[config.mk]
export PLATFORM = sky130hd
export DESIGN_NAME = icache_ctrl_responder
export DESIGN_NICKNAME = d
export VERILOG_FILES = /design/src/rtl/icache_ctrl_responder.sv
export SDC_FILE = /design/constraint.sdc
export NUM_CORES = 1
export LEC_CHECK = 0
export BUFFER_PORTS_ARGS = -buffer_cell sky130_fd_sc_hd__buf_4
export CORE_MARGIN = 3
export CORE_UTILIZATION = 42
export CTS_CLUSTER_SIZE = 30
export DETAILED_ROUTE_END_ITERATION = 16
export PLACE_DENSITY = 0.91
export REMOVE_ABC_BUFFERS = 1
export SLEW_MARGIN = 40
export SYNTH_ARGS = -nofsm -noshare
export SYNTH_HDL_FRONTEND = slang
export SYNTH_SLANG_ARGS = --single-unit
[constraint.sdc]
create_clock -name clk_i -period 3.4 [get_ports clk_i]
set_input_delay 0.68 -clock clk_i [delete_from_list [all_inputs] [get_ports clk_i]]
set_output_delay 0.68 -clock clk_i [all_outputs]
set_load 0.02 [all_outputs]
[src/rtl/icache_ctrl_responder.sv]
// Purpose : cache-side end of the icache control bus; sequences full and selective flushes
//           into tag-array set invalidations, tracks bypass acks, aggregates hit/trans stats.
// Latency : bypass acks 1 cycle; selective flush ack 2 cycles after request; full flush NB_SETS+1.
// Backpr. : tag_inv_req_o/tag_inv_set_o hold stable until tag_inv_gnt_i; fetch_stall_o while invalidating.
//
// Ports:
//   clk_i, rst_ni                      clock, async active-low reset
//   bypass_req_i / bypass_ack_o        bypass request; per-core acks [NB_CORES-1:0], refill path [NB_CORES]
//   flush_req_i / flush_ack_o          full flush (level) / completion pulse for any flush
//   sel_flush_req_i/_addr_i/_ack_o     selective flush of the set holding a byte address
//   core_fetch_busy_i                  core has an outstanding fetch; its bypass ack must not move
//   hit_i, trans_i                     per-core statistic pulses
//   ctrl_clear_regs_i/_enable_regs_i   counter clear / enable
//   ctrl_hit_count_o/_trans_count_o    saturating 32-bit counters (zero when stats disabled)
//   tag_inv_req_o/_set_o/_gnt_i        tag-array invalidate handshake
//   fetch_stall_o                      cores must not start lookups
module icache_ctrl_responder #(
    parameter int unsigned NB_CORES     = 8,
    parameter int unsigned NB_SETS      = 128,
    parameter int unsigned SET_ID_WIDTH = $clog2(NB_SETS),
    parameter int unsigned OFFSET_WIDTH = 4,
    parameter bit          FEATURE_STAT = 1'b0
) (
    input  logic                    clk_i,
    input  logic                    rst_ni,
    input  logic                    bypass_req_i,
    output logic [NB_CORES:0]       bypass_ack_o,
    input  logic                    flush_req_i,
    output logic                    flush_ack_o,
    input  logic                    sel_flush_req_i,
    input  logic [31:0]             sel_flush_addr_i,
    output logic                    sel_flush_ack_o,
    input  logic [NB_CORES-1:0]     core_fetch_busy_i,
    input  logic [NB_CORES-1:0]     hit_i,
    input  logic [NB_CORES-1:0]     trans_i,
    input  logic                    ctrl_clear_regs_i,
    input  logic                    ctrl_enable_regs_i,
    output logic [31:0]             ctrl_hit_count_o,
    output logic [31:0]             ctrl_trans_count_o,
    output logic                    tag_inv_req_o,
    output logic [SET_ID_WIDTH-1:0] tag_inv_set_o,
    input  logic                    tag_inv_gnt_i,
    output logic                    fetch_stall_o
);

    localparam int unsigned PW = $clog2(NB_CORES + 1);

    typedef enum logic [2:0] {
        IDLE,
        FLUSH_WALK,
        SEL_INV,
        ACK,
        WAIT_LOW
    } state_e;

    state_e                  state_q, state_d;
    logic [SET_ID_WIDTH-1:0] set_cnt_q, set_cnt_d;
    logic [SET_ID_WIDTH-1:0] sel_set_q, sel_set_d;
    logic                    op_sel_q, op_sel_d;
    logic [NB_CORES:0]       bypass_ack_q;

    // Address bits outside the set index are irrelevant to invalidation.
    logic unused_addr;
    assign unused_addr = ^{sel_flush_addr_i[31:OFFSET_WIDTH+SET_ID_WIDTH],
                           sel_flush_addr_i[OFFSET_WIDTH-1:0]};

    always_ff @(posedge clk_i or negedge rst_ni) begin
        if (!rst_ni) begin
            state_q   <= IDLE;
            set_cnt_q <= '0;
            sel_set_q <= '0;
            op_sel_q  <= 1'b0;
        end else begin
            state_q   <= state_d;
            set_cnt_q <= set_cnt_d;
            sel_set_q <= sel_set_d;
            op_sel_q  <= op_sel_d;
        end
    end

    always_comb begin
        state_d         = state_q;
        set_cnt_d       = set_cnt_q;
        sel_set_d       = sel_set_q;
        op_sel_d        = op_sel_q;
        tag_inv_req_o   = 1'b0;
        tag_inv_set_o   = set_cnt_q;
        flush_ack_o     = 1'b0;
        sel_flush_ack_o = 1'b0;
        fetch_stall_o   = 1'b0;
        case (state_q)
            IDLE: begin
                // Full flush wins: it also covers whatever set the selective flush targets.
                if (flush_req_i) begin
                    set_cnt_d = '0;
                    op_sel_d  = 1'b0;
                    state_d   = FLUSH_WALK;
                end else if (sel_flush_req_i) begin
                    sel_set_d = sel_flush_addr_i[OFFSET_WIDTH +: SET_ID_WIDTH];
                    op_sel_d  = 1'b1;
                    state_d   = SEL_INV;
                end
            end
            FLUSH_WALK: begin
                tag_inv_req_o = 1'b1;
                fetch_stall_o = 1'b1;
                if (tag_inv_gnt_i) begin
                    // NB_SETS is a power of two, so the counter wraps to 0 on the last set.
                    set_cnt_d = set_cnt_q + {{(SET_ID_WIDTH-1){1'b0}}, 1'b1};
                    if (&set_cnt_q) begin
                        state_d = ACK;
                    end
                end
            end
            SEL_INV: begin
                tag_inv_req_o = 1'b1;
                tag_inv_set_o = sel_set_q;
                fetch_stall_o = 1'b1;
                if (tag_inv_gnt_i) begin
                    state_d = ACK;
                end
            end
            ACK: begin
                flush_ack_o     = 1'b1;
                sel_flush_ack_o = op_sel_q;
                state_d         = WAIT_LOW;
            end
            WAIT_LOW: begin
                // Requests are levels: wait for both to drop so a held request is served once.
                if (!flush_req_i && !sel_flush_req_i) begin
                    state_d = IDLE;
                end
            end
            default: state_d = IDLE;
        endcase
    end

    // A core's ack only moves while it has nothing in flight; the refill-path ack only
    // moves while no invalidation sequence is running.
    always_ff @(posedge clk_i or negedge rst_ni) begin
        if (!rst_ni) begin
            bypass_ack_q <= '1;
        end else begin
            for (int i = 0; i < NB_CORES; i++) begin
                if (!core_fetch_busy_i[i]) begin
                    bypass_ack_q[i] <= bypass_req_i;
                end
            end
            if (state_q == IDLE) begin
                bypass_ack_q[NB_CORES] <= bypass_req_i;
            end
        end
    end

    assign bypass_ack_o = bypass_ack_q;

    function automatic logic [PW-1:0] popcnt(input logic [NB_CORES-1:0] v);
        logic [PW-1:0] c;
        c = '0;
        for (int i = 0; i < NB_CORES; i++) begin
            c = c + {{(PW-1){1'b0}}, v[i]};
        end
        return c;
    endfunction

    function automatic logic [31:0] sat_add(input logic [31:0] cnt, input logic [PW-1:0] inc);
        logic [32:0] sum;
        sum = {1'b0, cnt} + {{(33-PW){1'b0}}, inc};
        return sum[32] ? 32'hFFFF_FFFF : sum[31:0];
    endfunction

    generate
        if (FEATURE_STAT) begin : g_stat
            logic [31:0] hit_cnt_q, hit_cnt_d;
            logic [31:0] trans_cnt_q, trans_cnt_d;

            always_comb begin
                hit_cnt_d   = hit_cnt_q;
                trans_cnt_d = trans_cnt_q;
                if (ctrl_clear_regs_i) begin
                    hit_cnt_d   = '0;
                    trans_cnt_d = '0;
                end else if (ctrl_enable_regs_i) begin
                    hit_cnt_d   = sat_add(hit_cnt_q, popcnt(hit_i));
                    trans_cnt_d = sat_add(trans_cnt_q, popcnt(trans_i));
                end
            end

            always_ff @(posedge clk_i or negedge rst_ni) begin
                if (!rst_ni) begin
                    hit_cnt_q   <= '0;
                    trans_cnt_q <= '0;
                end else begin
                    hit_cnt_q   <= hit_cnt_d;
                    trans_cnt_q <= trans_cnt_d;
                end
            end

            assign ctrl_hit_count_o   = hit_cnt_q;
            assign ctrl_trans_count_o = trans_cnt_q;
        end else begin : g_no_stat
            logic unused_stat;
            assign unused_stat        = ^{hit_i, trans_i, ctrl_clear_regs_i, ctrl_enable_regs_i};
            assign ctrl_hit_count_o   = '0;
            assign ctrl_trans_count_o = '0;
        end
    endgenerate

endmodule

After elaboration in Yosys (flattened, before gate mapping)
Cells that the tools add are included.
{ "totals": {"ff_bits": 27, "input_bits": 64} }
{ "op_classes": {"bitwise_logic": 1, "n_addsub": 1, "eq_ne": 10, "n_reduce_logical": 12, "n_mux": 16} }
{ "ops": {"columns": ["operator", "count"], "rows": [
  ["7-bit 2-to-1 mux", 3],
  ["3-bit 2-to-1 mux", 6],
  ["3-bit one-hot mux with 5 select lines", 1],
  ["7-bit one-hot mux with 2 select lines", 1],
  ["2-bit != test, second input constant", 5],
  ["7-bit by 1-bit adder with 7-bit output, second input constant", 1],
  ["7-bit AND reduction", 1],
  ["3-bit by 2-bit equality test with 1-bit output, second input constant", 2],
  ["3-bit AND reduction", 2],
  ["1-bit 2-to-1 mux", 5],
  ["5-bit AND reduction", 1],
  ["2-bit nonzero test", 2],
  ["3-bit by 1-bit equality test with 1-bit output, second input constant", 1],
  ["3-bit equality test, second input constant", 1],
  ["3-bit logical NOT", 1],
  ["3-bit != test, second input constant", 1],
  ["1-bit logical NOT", 2],
  ["2-bit AND reduction", 1],
  ["2-bit OR reduction", 1],
  ["1-bit logical AND", 1],
  ["1-bit NOT", 1]
]} }

Longest topological paths before layout
Gate-level depths: netlist of run 1.
{ "logic_depth": {"depth_word": 4, "mapped_depth": 4} }

Least setup slack after synthesis of run 1
No wires, ideal clock.
{ "synth_path": {"path_kind": "register to output", "startpoint": "register state_q[2]", "endpoint": "output port tag_inv_set_o[1]", "stages_incl_launch_ff": 4, "t_required_ns": 2.720, "path_buffers": 1, "arrival_time_ns": 1.373, "path_slack_ns": 1.347, "cell_sequence": "dfrtp_1 buf_2 nor3b_2 mux2_2"} }
{ "synth_between": {"elab_chain_cells": 2} }
{ "synth_lines": {"columns": ["item", "line_no", "text"], "rows": [
  ["start: declaration", "56", "state_e state_q, state_d;"],
  ["start signal: assignment", "74", "state_q <= state_d;"],
  ["3-bit by 2-bit equality test with 1-bit output", "91", "case (state_q)"],
  ["7-bit 2-to-1 mux", "91", null],
  ["end: declaration", "41", "output logic [SET_ID_WIDTH-1:0] tag_inv_set_o,"]
]} }
Every way passes these cells.

Final worst setup path of run 1
{ "layout_path": {"startpoint": "register state_q[1]", "endpoint": "output port tag_inv_set_o[5]"} }
Same word-level chain as after synthesis.

==> results.sh, run 1 <==
export IMPL_power_density_mw_per_mm2=641
export IMPL_synth_warnings=0
export IMPL_die_h_um=71.6
export IMPL_crit_type="reg -> out"
export IMPL_ant_nets=0
export IMPL_dr_pass1_iters=4
export IMPL_hold_class="in -> async"
export IMPL_num_antenna_cells=0
export IMPL_clock_latency_ps=280
export IMPL_cts_tree="built"
export IMPL_die_w_um=71.6
export IMPL_worst_path_max_fanout=15
export IMPL_ys_ff_latch=27
export IMPL_finalCriticalPeriod_ps=2790
export IMPL_final_common_cell="conb_1"
export IMPL_avgSynthCellArea_um2=10.3
export IMPL_slowest_delay_ps=630
export IMPL_numPortBuffers=40
export IMPL_dr_wl_met3_um=304
export IMPL_r2r_start="state_q[0]"
export IMPL_end_kind="output pin"
export IMPL_hpwlAfterDp_um=2420
export IMPL_power_total_uw=1250
export IMPL_rsz0062_at_grt="false"
export IMPL_syn_cell_area_mm2=0.00181
export IMPL_dieArea_mm2=0.00513
export IMPL_p_int_uw=757
export IMPL_dp_cells=260
export IMPL_pin_count=148
export IMPL_p_switching_uw=496
export IMPL_core_region_area_mm2=0.00409
export IMPL_top_layer_used="met4"
export IMPL_layout_common_cells="conb_1, buf_4, mux2_2, dfrtp_1, dfstp_2"
export IMPL_critPathSlowestCell="dfrtp_1"
export IMPL_clk_pin_slew_ps=110
export IMPL_post_route_period_util_pct=82.1
export IMPL_status="finished clean"
export IMPL_fin_tns_setup_ps=0
export IMPL_holdBufCountCts=0
export IMPL_clkPwrFrac_pct=14.9
export IMPL_seq_area_frac_synth_pct=38.0
export IMPL_grtUsageTotal_pct=11.4
export IMPL_pwr_share_seq_pct=42.9
export IMPL_gp_congestion=0.918
export IMPL_grt_antenna_before_repair=0
export IMPL_overflow=0
export IMPL_cts_root_buf="clkbuf_8"
export IMPL_rows=23
export IMPL_start_util_pct=44.3
export IMPL_final_hold_viol_count=0
export IMPL_postSynthCellCount=175
export IMPL_maxSlewViolCount=0
export IMPL_met1_length_um=1220
export IMPL_numCtsBuffers=3
export IMPL_grt_pass1_vias=976
export IMPL_layout_drive_gt1_share_pct=36.9
export IMPL_required_ps=2720
export IMPL_clkSinkCount=27
export IMPL_finalNetCount=280
export IMPL_finalSetupViolCount=0
export IMPL_r2r_setup_slack_ps=1770
export IMPL_wl_met2_um=1510
export IMPL_routedWlPerCell_um=11.6
export IMPL_htree_levels=1
export IMPL_yosysUniqueCellTypes=36
export IMPL_skew_ps=19.3
export IMPL_rr_worst_depth=3
export IMPL_worst_pin_slew_ps=635
export IMPL_cts_resized=0
export IMPL_fmaxAchievable_mhz=358
export IMPL_final_cells=264
export IMPL_post_cts_buffers=0
export IMPL_grt_start_max_net_pins=28
export IMPL_area_growth_syn_to_layout_pct=8.02
export IMPL_critPathArrivalTime_ps=2110
export IMPL_drc=0
export IMPL_crit_family="flip-flops"
export IMPL_vias=1155
export IMPL_power_leakage_uw=0.000982
export IMPL_swShare_pct=39.6
export IMPL_drv_cap=0
export IMPL_vdd_drop_max_v=0.000461
export IMPL_grt_pass1_wl_um=4600
export IMPL_pwr_share_comb_pct=42.1
export IMPL_path_cells="nor3b_2 -> mux2_2 -> buf_4"
export IMPL_worst_slew_margin_rel_pct=57.5
export IMPL_clockBufferDepth=2
export IMPL_r2r_end="sel_set_q[1]"
export IMPL_path_buf_inv=1
export IMPL_drt_vias_per_instance=4.38
export IMPL_crit_path_start_kind="register"
export IMPL_fill_cells=377
export IMPL_drt_iter0_markers=70
export IMPL_wl_um=3060
==> registers in the layout, summed over array words and instances, names as in the netlist <==
signal        cells
op_sel_q          1
bypass_ack_o      9
state_q           3
sel_set_q         7
set_cnt_q         7
==> synthesized netlist by cell type, drive strengths merged <==
cell | number | share of area, %
buf | 68 | 28
mux2 | 22 | 14
dfrtp | 18 | 25
dfstp | 9 | 13
nand2 | 8 | 1.7
o21ai | 6 | 1.7
a21oi | 5 | 1.4
nor2 | 3 | 0.62
nor3 | 3 | 1.1
and2 | 2 | 0.69
and3b | 2 | 0.97
inv | 2 | 0.42
mux2i | 2 | 1.1
nand3 | 2 | 0.55
nand4 | 2 | 0.69
o21bai | 2 | 0.83
or3 | 2 | 0.69
or4b | 2 | 1.1
a221o | 1 | 0.55
a22o | 1 | 0.48
a31oi | 1 | 0.35
and3 | 1 | 0.35
and4 | 1 | 0.48
conb | 1 | 0.21
ha | 1 | 0.69
nand3b | 1 | 0.42
nand4bb | 1 | 0.62
nor2b | 1 | 0.35
nor3b | 1 | 0.69
nor4b | 1 | 0.48
nor4bb | 1 | 0.55
or2 | 1 | 0.35
xnor2 | 1 | 0.48
==> per-layer routing <==
layer / global-route usage (%) / up-vias
li1: - / 546
met1: 13.6 / 547
met2: 19.7 / 60
met3: 3.93 / 2
met4: 2.51 / 0
met5: 0 / -
==> worst max-delay path by stage <==
stage / startpoint / to / slack (ps) / depth (start not counted)
final: state_q[1] / tag_inv_set_o[5] / 610 / 3
after global placement: state_q[1] / tag_inv_set_o[5] / 990 / 3
after floorplan: state_q[1] / tag_inv_set_o[1] / 1320 / 2
after detailed placement: state_q[1] / tag_inv_set_o[5] / 960 / 3
after global routing: state_q[1] / tag_inv_set_o[4] / 530 / 3
after CTS: state_q[1] / tag_inv_set_o[5] / 640 / 3
==> cell type report <==
cell class | count | area (um^2) | area share (%)
clock buffers | 3 | 41.3 | 2.11
flip-flops and latches | 27 | 687 | 35.1
clock inverters | 1 | 7.51 | 0.384
inverters | 2 | 7.51 | 0.384
well taps | 50 | 62.6 | 3.20
multi-input cells | 141 | 848 | 43.4
repair buffers | 40 | 300 | 15.4
==> power groups by stage <==
stage	clock, uW	combinational [uW]	sequential (uW)
6_report	187	528	538
5_1_grt	205	570	556
4_1_cts	192	534	536
3_5_place_dp	0	532	541
3_3_place_gp	0	517	534
2_1_floorplan	0	348	535
==> worst reg2reg max path, cell delays in order, from the launching register on <==
cell and delay (ps):
dfrtp_1 560, nor3_2 330, nand2_1 270, mux2_2 340
==> cell families after synthesis <==
kind of cell	count (synthesis)	synth area share, %
xor gates and xnor gates	1	0.484
buffers and inverters	70	28.2
DFF	27	38.0
and+or+nand+nor	35	12.4
AOI/OAI and AO/OA	16	5.26
muxes	24	14.8
adders and majority gates	1	0.691
other	1	0.207
==> through the flow <==
step	utilization (%)	worst slack, ps	hold slack [ps]	instance area (um^2)
6_report	47.8	610	283	1950
5_1_grt	47.8	530	301	1950
4_1_cts	47.8	637	293	1950
3_5_place_dp	46.6	963	477	1910
3_3_place_gp	46.6	993	472	1910
2_1_floorplan	-	1320	384	1540
No activity file was read; power rests on OpenSTA's default activity.
==> run 2: changes to the inputs <==
- CORE_UTILIZATION: 42 -> 35
- PLACE_DENSITY: 0.91 -> 0.81
- clock period: 3.4 -> 2.55 ns (I/O delays scaled with it)
==> run 2 against run 1 <==
  * Non-clock buffer count up 3
  * Sequential power is 28% higher
  * Critical path depth increased by 1
  * Flip-flop and latch count unchanged
  * Combinational power rose by 43%
  * Final cell count grew 7.6%
  * Total power is 34% higher
  * Core utilization down 6.7 points
  * Largest power group is now combinational logic
==> results.sh, run 2 (synthesized netlist as in run 1, its figures left out) <==
export IMPL_maxSlewViolCount=0
export IMPL_vias=1161
export IMPL_drv_cap=0
export IMPL_worst_path_max_fanout=13
export IMPL_numCtsBuffers=3
export IMPL_grt_pass1_wl_um=4950
export IMPL_wl_um=3130
export IMPL_numPortBuffers=40
export IMPL_path_buf_inv=2
export IMPL_skew_ps=1.73
export IMPL_cts_tree="built"
export IMPL_path_cells="nor3b_2 -> buf_4 -> mux2_2 -> buf_4"
export IMPL_critPathArrivalTime_ps=1710
export IMPL_final_hold_viol_count=0
export IMPL_core_region_area_mm2=0.00485
export IMPL_routedWlPerCell_um=11.0
export IMPL_r2r_setup_slack_ps=950
export IMPL_grt_start_max_net_pins=28
export IMPL_dp_cells=280
export IMPL_power_density_mw_per_mm2=841
export IMPL_crit_path_start_kind="register"
export IMPL_post_cts_buffers=0
export IMPL_final_core_util_pct=41.2
export IMPL_vdd_drop_max_v=0.000477
export IMPL_start_util_pct=37.3
export IMPL_required_ps=2040
export IMPL_dieArea_mm2=0.00607
export IMPL_pin_count=148
export IMPL_drt_iter0_markers=17
export IMPL_power_total_uw=1680
export IMPL_clock_latency_ps=270
export IMPL_clk_pin_slew_ps=90
export IMPL_final_cells=284
export IMPL_grt_antenna_before_repair=0
export IMPL_crit_family="flip-flops"
export IMPL_critPathSlowestCell="dfrtp_1"
export IMPL_post_route_period_util_pct=87.2
export IMPL_area_growth_syn_to_layout_pct=10.3
export IMPL_power_leakage_uw=0.00100
export IMPL_gp_congestion=0.786
export IMPL_htree_levels=1
export IMPL_layout_drive_gt1_share_pct=37.8
export IMPL_hpwlAfterDp_um=2490
export IMPL_drt_vias_per_instance=4.09
export IMPL_clkSinkCount=27
export IMPL_fin_tns_setup_ps=0
export IMPL_crit_type="reg -> out"
export IMPL_largest_reg_flops=9
export IMPL_placed_area_mm2=0.00195
export IMPL_critPathMostFrequentCell="buf_4"
export IMPL_grt_pass1_vias=1054
export IMPL_grtUsageTotal_pct=10.2
export IMPL_num_antenna_cells=0
export IMPL_rsz0062_at_grt="false"
export IMPL_cts_resized=0
export IMPL_holdBufCountCts=0
export IMPL_overflow=0
export IMPL_finalCriticalPeriod_ps=2220
export IMPL_finalSetupViolCount=0
export IMPL_multiInputGateArea_um2=848
export IMPL_register_area_um2=687
export IMPL_final_common_cell="conb_1"
export IMPL_finish_instance_area_mm2=0.00200
export IMPL_status="finished clean"
export IMPL_die_w_um=77.9
export IMPL_dr_pass1_iters=4
export IMPL_fmaxAchievable_mhz=449
export IMPL_slowest_delay_ps=530
export IMPL_end_kind="output pin"
export IMPL_ant_nets=0
export IMPL_rows=25
export IMPL_die_h_um=77.9
export IMPL_clockBufferDepth=2
export IMPL_layout_common_cells="conb_1, buf_4, mux2_2, dfrtp_1, dfstp_2"
export IMPL_fill_cells=487
export IMPL_cts_root_buf="clkbuf_8"
export IMPL_finalNetCount=283
export IMPL_drc=0
export IMPL_hold_class="in -> async"
==> run 2: cell types whose count changed in the layout (fill, tap and decap cells not counted) <==
cell	before	now
buf_4	40	43
clkinvlp_4	1	0
clkinv_2	0	1
==> run 2: metal layers <==
metal  vias up  GRT usage (%)  routed length (um)
li1        559              -                   -
met1       526           12.0                1220
met2        74           17.8                1530
met3         2           3.25                 355
met4         0           2.62                  17
met5         -              0                   0
==> run 2: area by class of cell <==
class                   instances  area share, %
multi-input cells             141           42.5
clock inverters                 1          0.251
flip-flops and latches         27           34.4
inverters                       2          0.376
well taps                      67           4.20
repair buffers                 43           16.2
clock buffers                   3           2.07
==> run 2: path summary, 6_finish.rpt <==
path | end | startpoint | cells after the start
worst max-delay path | tag_inv_set_o[2] | state_q[2] | 4
worst min-delay path | op_sel_q | rst_ni | 1
worst max register to register | sel_set_q[0] | state_q[0] | 4
worst min register to register | sel_set_q[2] | sel_set_q[2] | 1
max in group asynchronous | bypass_ack_o[2] | rst_ni | 1
min in group clk_i | sel_set_q[4] | sel_flush_addr_i[8] | 2
==> run 2: stage by stage <==
step	setup WS [ps]	hold slack, ps
floorplan	640	214
CTS	313	137
finish	325	136
detailed placement	632	442
global placement	652	441
global route	229	145
==> run 2: worst register-to-register path: cells and delay by family, from the launching register on <==
family | cells | cell delay [ps]
DFF | 1 | 400
and+or+nand+nor | 2 | 550
buffers and inverters | 1 | 190
muxes | 1 | 350
==> run 2: power breakdown <==
part | switching [uW] | total [uW] | internal, uW
Combinational | 418 | 753 | 335
Clock | 129 | 238 | 109
Sequential | 110 | 687 | 577
Total | 657 | 1680 | 1020
